### src/rtl/sha256_pkg.sv
// SHA-256 shared constants, round functions and types.
// Used by the chunk hasher top and its round sub-module.
package sha256_pkg;

    typedef enum logic [1:0] {
        IDLE,
        ROUNDS,
        ACCUM,
        DIGEST
    } HasherState;

    typedef struct packed {
        logic [31:0] a;
        logic [31:0] b;
        logic [31:0] c;
        logic [31:0] d;
        logic [31:0] e;
        logic [31:0] f;
        logic [31:0] g;
        logic [31:0] h;
    } HashState;

    localparam logic [31:0] IV [0:7] = '{
        32'h6a09e667, 32'hbb67ae85, 32'h3c6ef372, 32'ha54ff53a,
        32'h510e527f, 32'h9b05688c, 32'h1f83d9ab, 32'h5be0cd19
    };

    localparam HashState IV_HS = {
        32'h6a09e667, 32'hbb67ae85, 32'h3c6ef372, 32'ha54ff53a,
        32'h510e527f, 32'h9b05688c, 32'h1f83d9ab, 32'h5be0cd19
    };

    localparam logic [31:0] K [0:63] = '{
        32'h428a2f98, 32'h71374491, 32'hb5c0fbcf, 32'he9b5dba5,
        32'h3956c25b, 32'h59f111f1, 32'h923f82a4, 32'hab1c5ed5,
        32'hd807aa98, 32'h12835b01, 32'h243185be, 32'h550c7dc3,
        32'h72be5d74, 32'h80deb1fe, 32'h9bdc06a7, 32'hc19bf174,
        32'he49b69c1, 32'hefbe4786, 32'h0fc19dc6, 32'h240ca1cc,
        32'h2de92c6f, 32'h4a7484aa, 32'h5cb0a9dc, 32'h76f988da,
        32'h983e5152, 32'ha831c66d, 32'hb00327c8, 32'hbf597fc7,
        32'hc6e00bf3, 32'hd5a79147, 32'h06ca6351, 32'h14292967,
        32'h27b70a85, 32'h2e1b2138, 32'h4d2c6dfc, 32'h53380d13,
        32'h650a7354, 32'h766a0abb, 32'h81c2c92e, 32'h92722c85,
        32'ha2bfe8a1, 32'ha81a664b, 32'hc24b8b70, 32'hc76c51a3,
        32'hd192e819, 32'hd6990624, 32'hf40e3585, 32'h106aa070,
        32'h19a4c116, 32'h1e376c08, 32'h2748774c, 32'h34b0bcb5,
        32'h391c0cb3, 32'h4ed8aa4a, 32'h5b9cca4f, 32'h682e6ff3,
        32'h748f82ee, 32'h78a5636f, 32'h84c87814, 32'h8cc70208,
        32'h90befffa, 32'ha4506ceb, 32'hbef9a3f7, 32'hc67178f2
    };

    function automatic logic [31:0] rotr(input logic [31:0] x, input int n);
        return (x >> n) | (x << (32 - n));
    endfunction

    function automatic logic [31:0] big_s0(input logic [31:0] x);
        return rotr(x, 2) ^ rotr(x, 13) ^ rotr(x, 22);
    endfunction

    function automatic logic [31:0] big_s1(input logic [31:0] x);
        return rotr(x, 6) ^ rotr(x, 11) ^ rotr(x, 25);
    endfunction

    function automatic logic [31:0] sml_s0(input logic [31:0] x);
        return rotr(x, 7) ^ rotr(x, 18) ^ (x >> 3);
    endfunction

    function automatic logic [31:0] sml_s1(input logic [31:0] x);
        return rotr(x, 17) ^ rotr(x, 19) ^ (x >> 10);
    endfunction

    function automatic logic [31:0] ch(input logic [31:0] x, y, z);
        return (x & y) ^ (~x & z);
    endfunction

    function automatic logic [31:0] maj(input logic [31:0] x, y, z);
        return (x & y) ^ (x & z) ^ (y & z);
    endfunction

endpackage

### src/rtl/sha256_round.sv
// One combinational SHA-256 compression round.
// Chained UNROLL times inside the chunk hasher.
module sha256_round
    import sha256_pkg::*;
(
    input  HashState    i_st,
    input  logic [31:0] i_kt,
    input  logic [31:0] i_wt,
    output HashState    o_st
);

    logic [31:0] w_t1;
    logic [31:0] w_t2;

    // Temporaries and working-variable rotation for one round
    always_comb begin
        w_t1 = i_st.h + big_s1(i_st.e) + ch(i_st.e, i_st.f, i_st.g)
             + i_kt + i_wt;
        w_t2 = big_s0(i_st.a) + maj(i_st.a, i_st.b, i_st.c);
        o_st.a = w_t1 + w_t2;
        o_st.b = i_st.a;
        o_st.c = i_st.b;
        o_st.d = i_st.c;
        o_st.e = i_st.d + w_t1;
        o_st.f = i_st.e;
        o_st.g = i_st.f;
        o_st.h = i_st.g;
    end

endmodule

### src/rtl/sha256_chunk_hasher.sv
// SHA-256 chunk hasher: compresses 512-bit chunks, UNROLL rounds
// per clock, accumulating H across a context and emitting a digest.
module sha256_chunk_hasher
    import sha256_pkg::*;
#(
    parameter int UNROLL = 1
) (
    input  logic         clk,
    input  logic         rst,
    input  logic         chunk_in_vld,
    output logic         chunk_in_rdy,
    input  logic [511:0] chunk_in,
    input  logic         chunk_first,
    input  logic         chunk_last,
    input  logic         digest_rdy,
    output logic         digest_vld,
    output logic [255:0] digest,
    output logic         busy
);

    if (UNROLL != 1 && UNROLL != 2 && UNROLL != 4) begin : g_bad_unroll
        $error("sha256_chunk_hasher: UNROLL must be 1, 2 or 4");
    end

    HasherState   r_state;
    HashState     r_h;
    HashState     r_work;
    logic [31:0]  r_w [0:15];
    logic [6:0]   r_t;
    logic         r_last;
    logic         r_rdy;
    logic         r_vld;
    logic         r_busy;
    logic [255:0] r_digest;

    HashState     w_st [0:UNROLL];
    HashState     w_sum;
    logic [31:0]  w_nxt [0:15];

    assign w_st[0] = r_work;

    for (genvar g = 0; g < UNROLL; g++) begin : g_rnd
        logic [5:0] w_ki;
        assign w_ki = r_t[5:0] + 6'(g);
        sha256_round u_round (
            .i_st (w_st[g]),
            .i_kt (K[w_ki]),
            .i_wt (r_w[g]),
            .o_st (w_st[g+1])
        );
    end

    // Message schedule: extend window by UNROLL words, then slide
    always_comb begin
        logic [31:0] ext [0:19];
        for (int j = 0; j < 16; j++) ext[j] = r_w[j];
        for (int j = 16; j < 20; j++) ext[j] = '0;
        for (int k = 0; k < UNROLL; k++) begin
            ext[16+k] = sml_s1(ext[14+k]) + ext[9+k]
                      + sml_s0(ext[1+k]) + ext[k];
        end
        for (int j = 0; j < 16; j++) w_nxt[j] = ext[j+UNROLL];
    end

    // Chunk feed-forward: H plus final working variables
    always_comb begin
        w_sum.a = r_h.a + r_work.a;
        w_sum.b = r_h.b + r_work.b;
        w_sum.c = r_h.c + r_work.c;
        w_sum.d = r_h.d + r_work.d;
        w_sum.e = r_h.e + r_work.e;
        w_sum.f = r_h.f + r_work.f;
        w_sum.g = r_h.g + r_work.g;
        w_sum.h = r_h.h + r_work.h;
    end

    // Control FSM with registered handshake and status outputs
    always_ff @(posedge clk or negedge rst) begin
        if (!rst) begin
            r_state  <= IDLE;
            r_h      <= IV_HS;
            r_work   <= '0;
            for (int j = 0; j < 16; j++) r_w[j] <= '0;
            r_t      <= '0;
            r_last   <= 1'b0;
            r_rdy    <= 1'b0;
            r_vld    <= 1'b0;
            r_busy   <= 1'b0;
            r_digest <= '0;
        end else begin
            unique case (r_state)
                IDLE: begin
                    r_rdy <= 1'b1;
                    if (chunk_in_vld && r_rdy) begin
                        for (int j = 0; j < 16; j++) begin
                            r_w[j] <= chunk_in[511-32*j -: 32];
                        end
                        r_last  <= chunk_last;
                        r_work  <= chunk_first ? IV_HS : r_h;
                        if (chunk_first) r_h <= IV_HS;
                        r_t     <= '0;
                        r_rdy   <= 1'b0;
                        r_busy  <= 1'b1;
                        r_state <= ROUNDS;
                    end
                end
                ROUNDS: begin
                    r_work <= w_st[UNROLL];
                    r_w    <= w_nxt;
                    r_t    <= r_t + 7'(UNROLL);
                    if (r_t + 7'(UNROLL) == 7'd64) r_state <= ACCUM;
                end
                ACCUM: begin
                    r_h <= w_sum;
                    if (r_last) begin
                        r_vld    <= 1'b1;
                        r_digest <= w_sum;
                        r_state  <= DIGEST;
                    end else begin
                        r_rdy   <= 1'b1;
                        r_busy  <= 1'b0;
                        r_state <= IDLE;
                    end
                end
                DIGEST: begin
                    if (digest_rdy) begin
                        r_vld   <= 1'b0;
                        r_h     <= IV_HS;
                        r_rdy   <= 1'b1;
                        r_busy  <= 1'b0;
                        r_state <= IDLE;
                    end
                end
                default: r_state <= IDLE;
            endcase
        end
    end

    assign chunk_in_rdy = r_rdy;
    assign digest_vld   = r_vld;
    assign digest       = r_digest;
    assign busy         = r_busy;

endmodule

### config.mk
export PLATFORM = sky130hd
export DESIGN_NAME = sha256_chunk_hasher
export DESIGN_NICKNAME = d
export VERILOG_FILES = /design/src/rtl/sha256_pkg.sv /design/src/rtl/sha256_round.sv /design/src/rtl/sha256_chunk_hasher.sv
export SDC_FILE = /design/constraint.sdc
export NUM_CORES = 2
export LEC_CHECK = 0
export ABC_AREA = 1
export CORE_MARGIN = 5
export CORE_UTILIZATION = 54
export CTS_CLUSTER_DIAMETER = 100
export CTS_CLUSTER_SIZE = 20
export DETAILED_ROUTE_END_ITERATION = 8
export HOLD_SLACK_MARGIN = 0.03
export MAX_ROUTING_LAYER = met4
export PLACE_DENSITY = 0.78
export SYNTH_ARGS = -nofsm -noshare
export SYNTH_HDL_FRONTEND = slang
export SYNTH_SLANG_ARGS = --single-unit
### constraint.sdc
create_clock -name clk -period 6.27 [get_ports clk]
set_clock_uncertainty 0.15 [all_clocks]
set_input_delay 0.627 -clock clk [delete_from_list [all_inputs] [get_ports clk]]
set_output_delay 0.627 -clock clk [all_outputs]
set_load 0.05 [all_outputs]
==> results by group <==
Run status
  • Status: complete, but fails checks
  • Failing checks: setup timing

Worst setup path
  • CP peak stage delay: approximately 0.53 ns
  • Critical Path Most Common Cell: buf_4
  • Worst-case reg-to-reg path depth: 35
  • Slowest stage cell, crit path: fa_1
  • R2r setup slk: -0.14 ns
  • Crit path max fanout: 9
  • CP Capture Type: flop
  • Required @ worst endpoint: 6.75 ns
  • Signal arrival time at the worst endpoint: approximately 7 ns
  • R2R Path Start: r_t[2]$_DFFE_PN0P_
  • Critical path type: flop to flop
  • Worst setup SP type: flop
  • Worst R2R End: r_work[250]$_DFFE_PN0P_

Clock tree
  • Clk root buf: clkbuf_16
  • Later-pin clock latency in the skew report: approximately 0.75 ns
  • H-tree depth: 3
  • TritonCTS clock tree: yes
  • Clk slew on worst S/H paths: approximately 0.09 ns
  • CTS Buffer Depth: 3
  • Cts bufs inserted: 78
  • # clock sinks: 1,293

Synthesis
  • Yosys warns: 0
  • Top-count cell post-synth: nand2_1
  • Distinct cells, synth: 75
  • Sequential-to-total area share from yosys stat: 0.359
  • Top FF cell, synth: dfrtp_1
  • Seq cells post-synth: 1,293
  • Share of the synthesized area in the top cell type: 0.320
  • Syn_nets: 13.0k
  • Ys async rst share: 1.00
  • Synth area leader: dfrtp_1
  • Post-synth EDFFs: 0
  • Post-synthesis cell count: around 12k
  • Mapped Avg Cell Area: roughly 7.6 um2
  • Post-synth top cells: nand2_1 (2,553), inv_1 (1,665), o21ai_0 (1,194)
  • Post-Syn Area: 90,600 um2
  • Synth top area cells: dfrtp_1 (32%), nand2_1 (11%), inv_1 (6.9%), o21ai_0 (6.6%), ha_1 (5.4%)

Timing
  • Total negative setup slack: -1.12 ns
  • Period utilisation layout: 1.02
  • RSZ-0062 raised after global routing: yes
  • Post-layout min period: 6.41 ns
  • Final hold violation count: 0
  • Relative slew margins: 0.121
  • # setup viols final: 15
  • Fin worst setup slack: -0.137 ns
  • Hold_ws: slightly above 0.3 ns
  • FMAX: 156 MHz
  • Worst-margin pin slew: 1.30 ns
  • Max Transition Viols Final: 0

Global routing
  • Antenna violations before repair: between 70 and 80
  • Vias in the first global route: a little under 90k
  • Global-route wire length before repair: between 500,000 and 600,000 um
  • Gr usage total: 0.452
  • GRT overflow: 0
  • Largest net degree at the start of global routing: about 250

Floorplanning
  • Die Wd: 420 um
  • Placement Rows: 150
  • # IOs: ~780
  • DIE HEIGHT: ~420 um
  • Core Area: between 150,000 and 200,000 um2
  • Die area: 176,000 um2
  • Initial Utilization: 0.542

Placed design
  • Placed instance count: 15.0k
  • Place WS: -0.523 ns
  • Post-DP HPWL: slightly above 300,000 um
  • Placer Congestion: between 1 and 1.5
  • I/O Buffers: 776

Power and ir drop
  • Clock Power Share: 0.388
  • Sequential power share: 0.564
  • Combinational power share: 0.048
  • Switching power: around 3600 uW
  • PD cells: between 100 and 150 nW/um2
  • Pint: ~11,000 uW
  • Worst vdd ir: between 0.15 and 0.2 mV
  • Sw Ratio: 0.242
  • Leakage: about 0.052 uW

Final layout
  • Fin cells: between 15k and 20k
  • Share of cells above drive strength 1: 0.117
  • Area grow syn2layout: 20.9%
  • Final nets: roughly 14k

Hold path
  • Hold path depth: 3
  • HP Class: input port to flop
  • Min-delay src: chunk_in[320]
  • WHS Endpoint: r_w[320]$_DFFE_PN0P_

Drt
  • Drt via density: between 6 and 7
  • # DRC: 0
  • Initial DRC count: about 13k
  • DRT Pass-1 Iters: 9
  • Drt wl/cell: ~26 um
  • Antenna-violating nets left: 0
  • WL final: 401,000 um
  • Routed via count: between 90k and 100k

Job
  • Maxcap violations: 0
kinds of logic (layout without fill, tap and decap cells):
logic type      count (synthesis)  after routing  synth area share
compound gates               3248           3248             0.219
xor+xnor                      422            422            0.0408
fa+ha+maj                     590            590            0.0976
buf+inv                      2324           3351             0.100
flops                        1293           1293             0.359
other cells                     0             73                 0
simple gates                 4060           4060             0.184
worst max-delay path, delay by kind of cell, from the launching register on:
family,cells,cell delay (ns)
buffers and inverters,11,1.49
adders and majority gates,4,1.66
and+or+nand+nor,13,1.25
AOI/OAI and AO/OA,6,1.19
xor gates and xnor gates,1,0.16
DFF,1,0.40
timing repair:
item                                    4_1_cts  5_1_grt
gates cloned                                  0        0
buffers inserted                             18       29
pin swaps                                    79      163
hold endpoints to repair                    132        0
hold buffers                                  1        0
endpoints found under the setup margin       43       51
resized for setup                           221      318
area by class of cell:
cell class | count | area [um2]
Clock buffer | 126 | 2250
Fill cell | 14200 | 57600
Clock inverter | 10 | 149
Inverter | 1684 | 6380
Sequential cell | 1293 | 32500
Multi-Input combinational cell | 8320 | 51300
Tap cell | 2204 | 2760
Timing Repair Buffer | 1531 | 14000
Antenna cell | 73 | 183
flip-flops by register name, summed over array words and instances (netlist names):
| signal | flops |
|---|---|
| chunk_in_rdy | 1 |
| r_h | 256 |
| digest | 256 |
| r_w | 512 |
| r_last | 1 |
| digest_vld | 1 |
| busy | 1 |
| r_t | 7 |
| r_state | 2 |
| r_work | 256 |
worst max path at each step:
stage,start,end,slack [ns],cells after the start
after floorplan,r_t[0]$_DFFE_PN0P_,r_work[253]$_DFFE_PN0P_,0.02,41
after global placement,r_t[0]$_DFFE_PN0P_,r_work[253]$_DFFE_PN0P_,-0.53,34
after detailed placement,r_t[0]$_DFFE_PN0P_,r_work[247]$_DFFE_PN0P_,-0.52,33
after CTS,r_work[108]$_DFFE_PN0P_,r_work[246]$_DFFE_PN0P_,-0.08,35
after global routing,r_work[122]$_DFFE_PN0P_,r_work[253]$_DFFE_PN0P_,-0.39,35
final,r_t[2]$_DFFE_PN0P_,r_work[250]$_DFFE_PN0P_,-0.14,35
power by group through the flow:
stage | clock, uW | combinational [uW] | sequential, uW
4_1_cts | 5730 | 704 | 8340
3_3_place_gp | 0 | 692 | 8500
3_5_place_dp | 0 | 698 | 8500
5_1_grt | 6030 | 755 | 8340
6_report | 5750 | 712 | 8340
2_1_floorplan | 0 | 86.2 | 8500
layer usage:
metal | track usage | wire length, um | part of all wire | vias to the layer above
met5 | - | 0 | 0 | -
met2 | 0.641 | 170000 | 0.42 | 5943
met1 | 0.588 | 155000 | 0.39 | 45500
met4 | 0.271 | 30300 | 0.076 | 0
li1 | - | - | - | 41600
met3 | 0.108 | 45500 | 0.11 | 1252
placed cells by master, fill, tap and decap left out, types with 30 or more instances in the layout:
cell type           n
xor2_1            202
o211ai_1          604
ha_1              345
o221ai_1           64
nand2_2            45
buf_12             30
ha_4               43
o21ai_0          1145
diode_2            73
o21ai_1            58
clkbuf_16          83
nand3_1           502
a22oi_1            74
a31oi_1           190
o21bai_1           56
a21oi_1           572
dfrtp_1          1155
buf_4             686
nand2_1          2499
buf_6              39
inv_2              37
dfstp_2           136
o21a_1             65
o21ai_2            33
xnor2_1           185
clkbuf_1           42
clkdlybuf4s50_1   774
o22ai_1            47
nor3_1             62
fa_1              189
nor2_1            663
a21o_1             57
nand4_1            64
or2_2              45
a21oi_2            62
inv_1            1638
metrics by stage:
stage | utilization | total power, uW | area [um2]
floorplan | - | 8590 | 90600
global placement | 0.623 | 9200 | 104000
detailed placement | 0.623 | 9200 | 104000
CTS | 0.645 | 14800 | 108000
global route | 0.655 | 15100 | 109000
finish | 0.655 | 14800 | 109000
No activity file was read; power rests on OpenSTA's default activity.
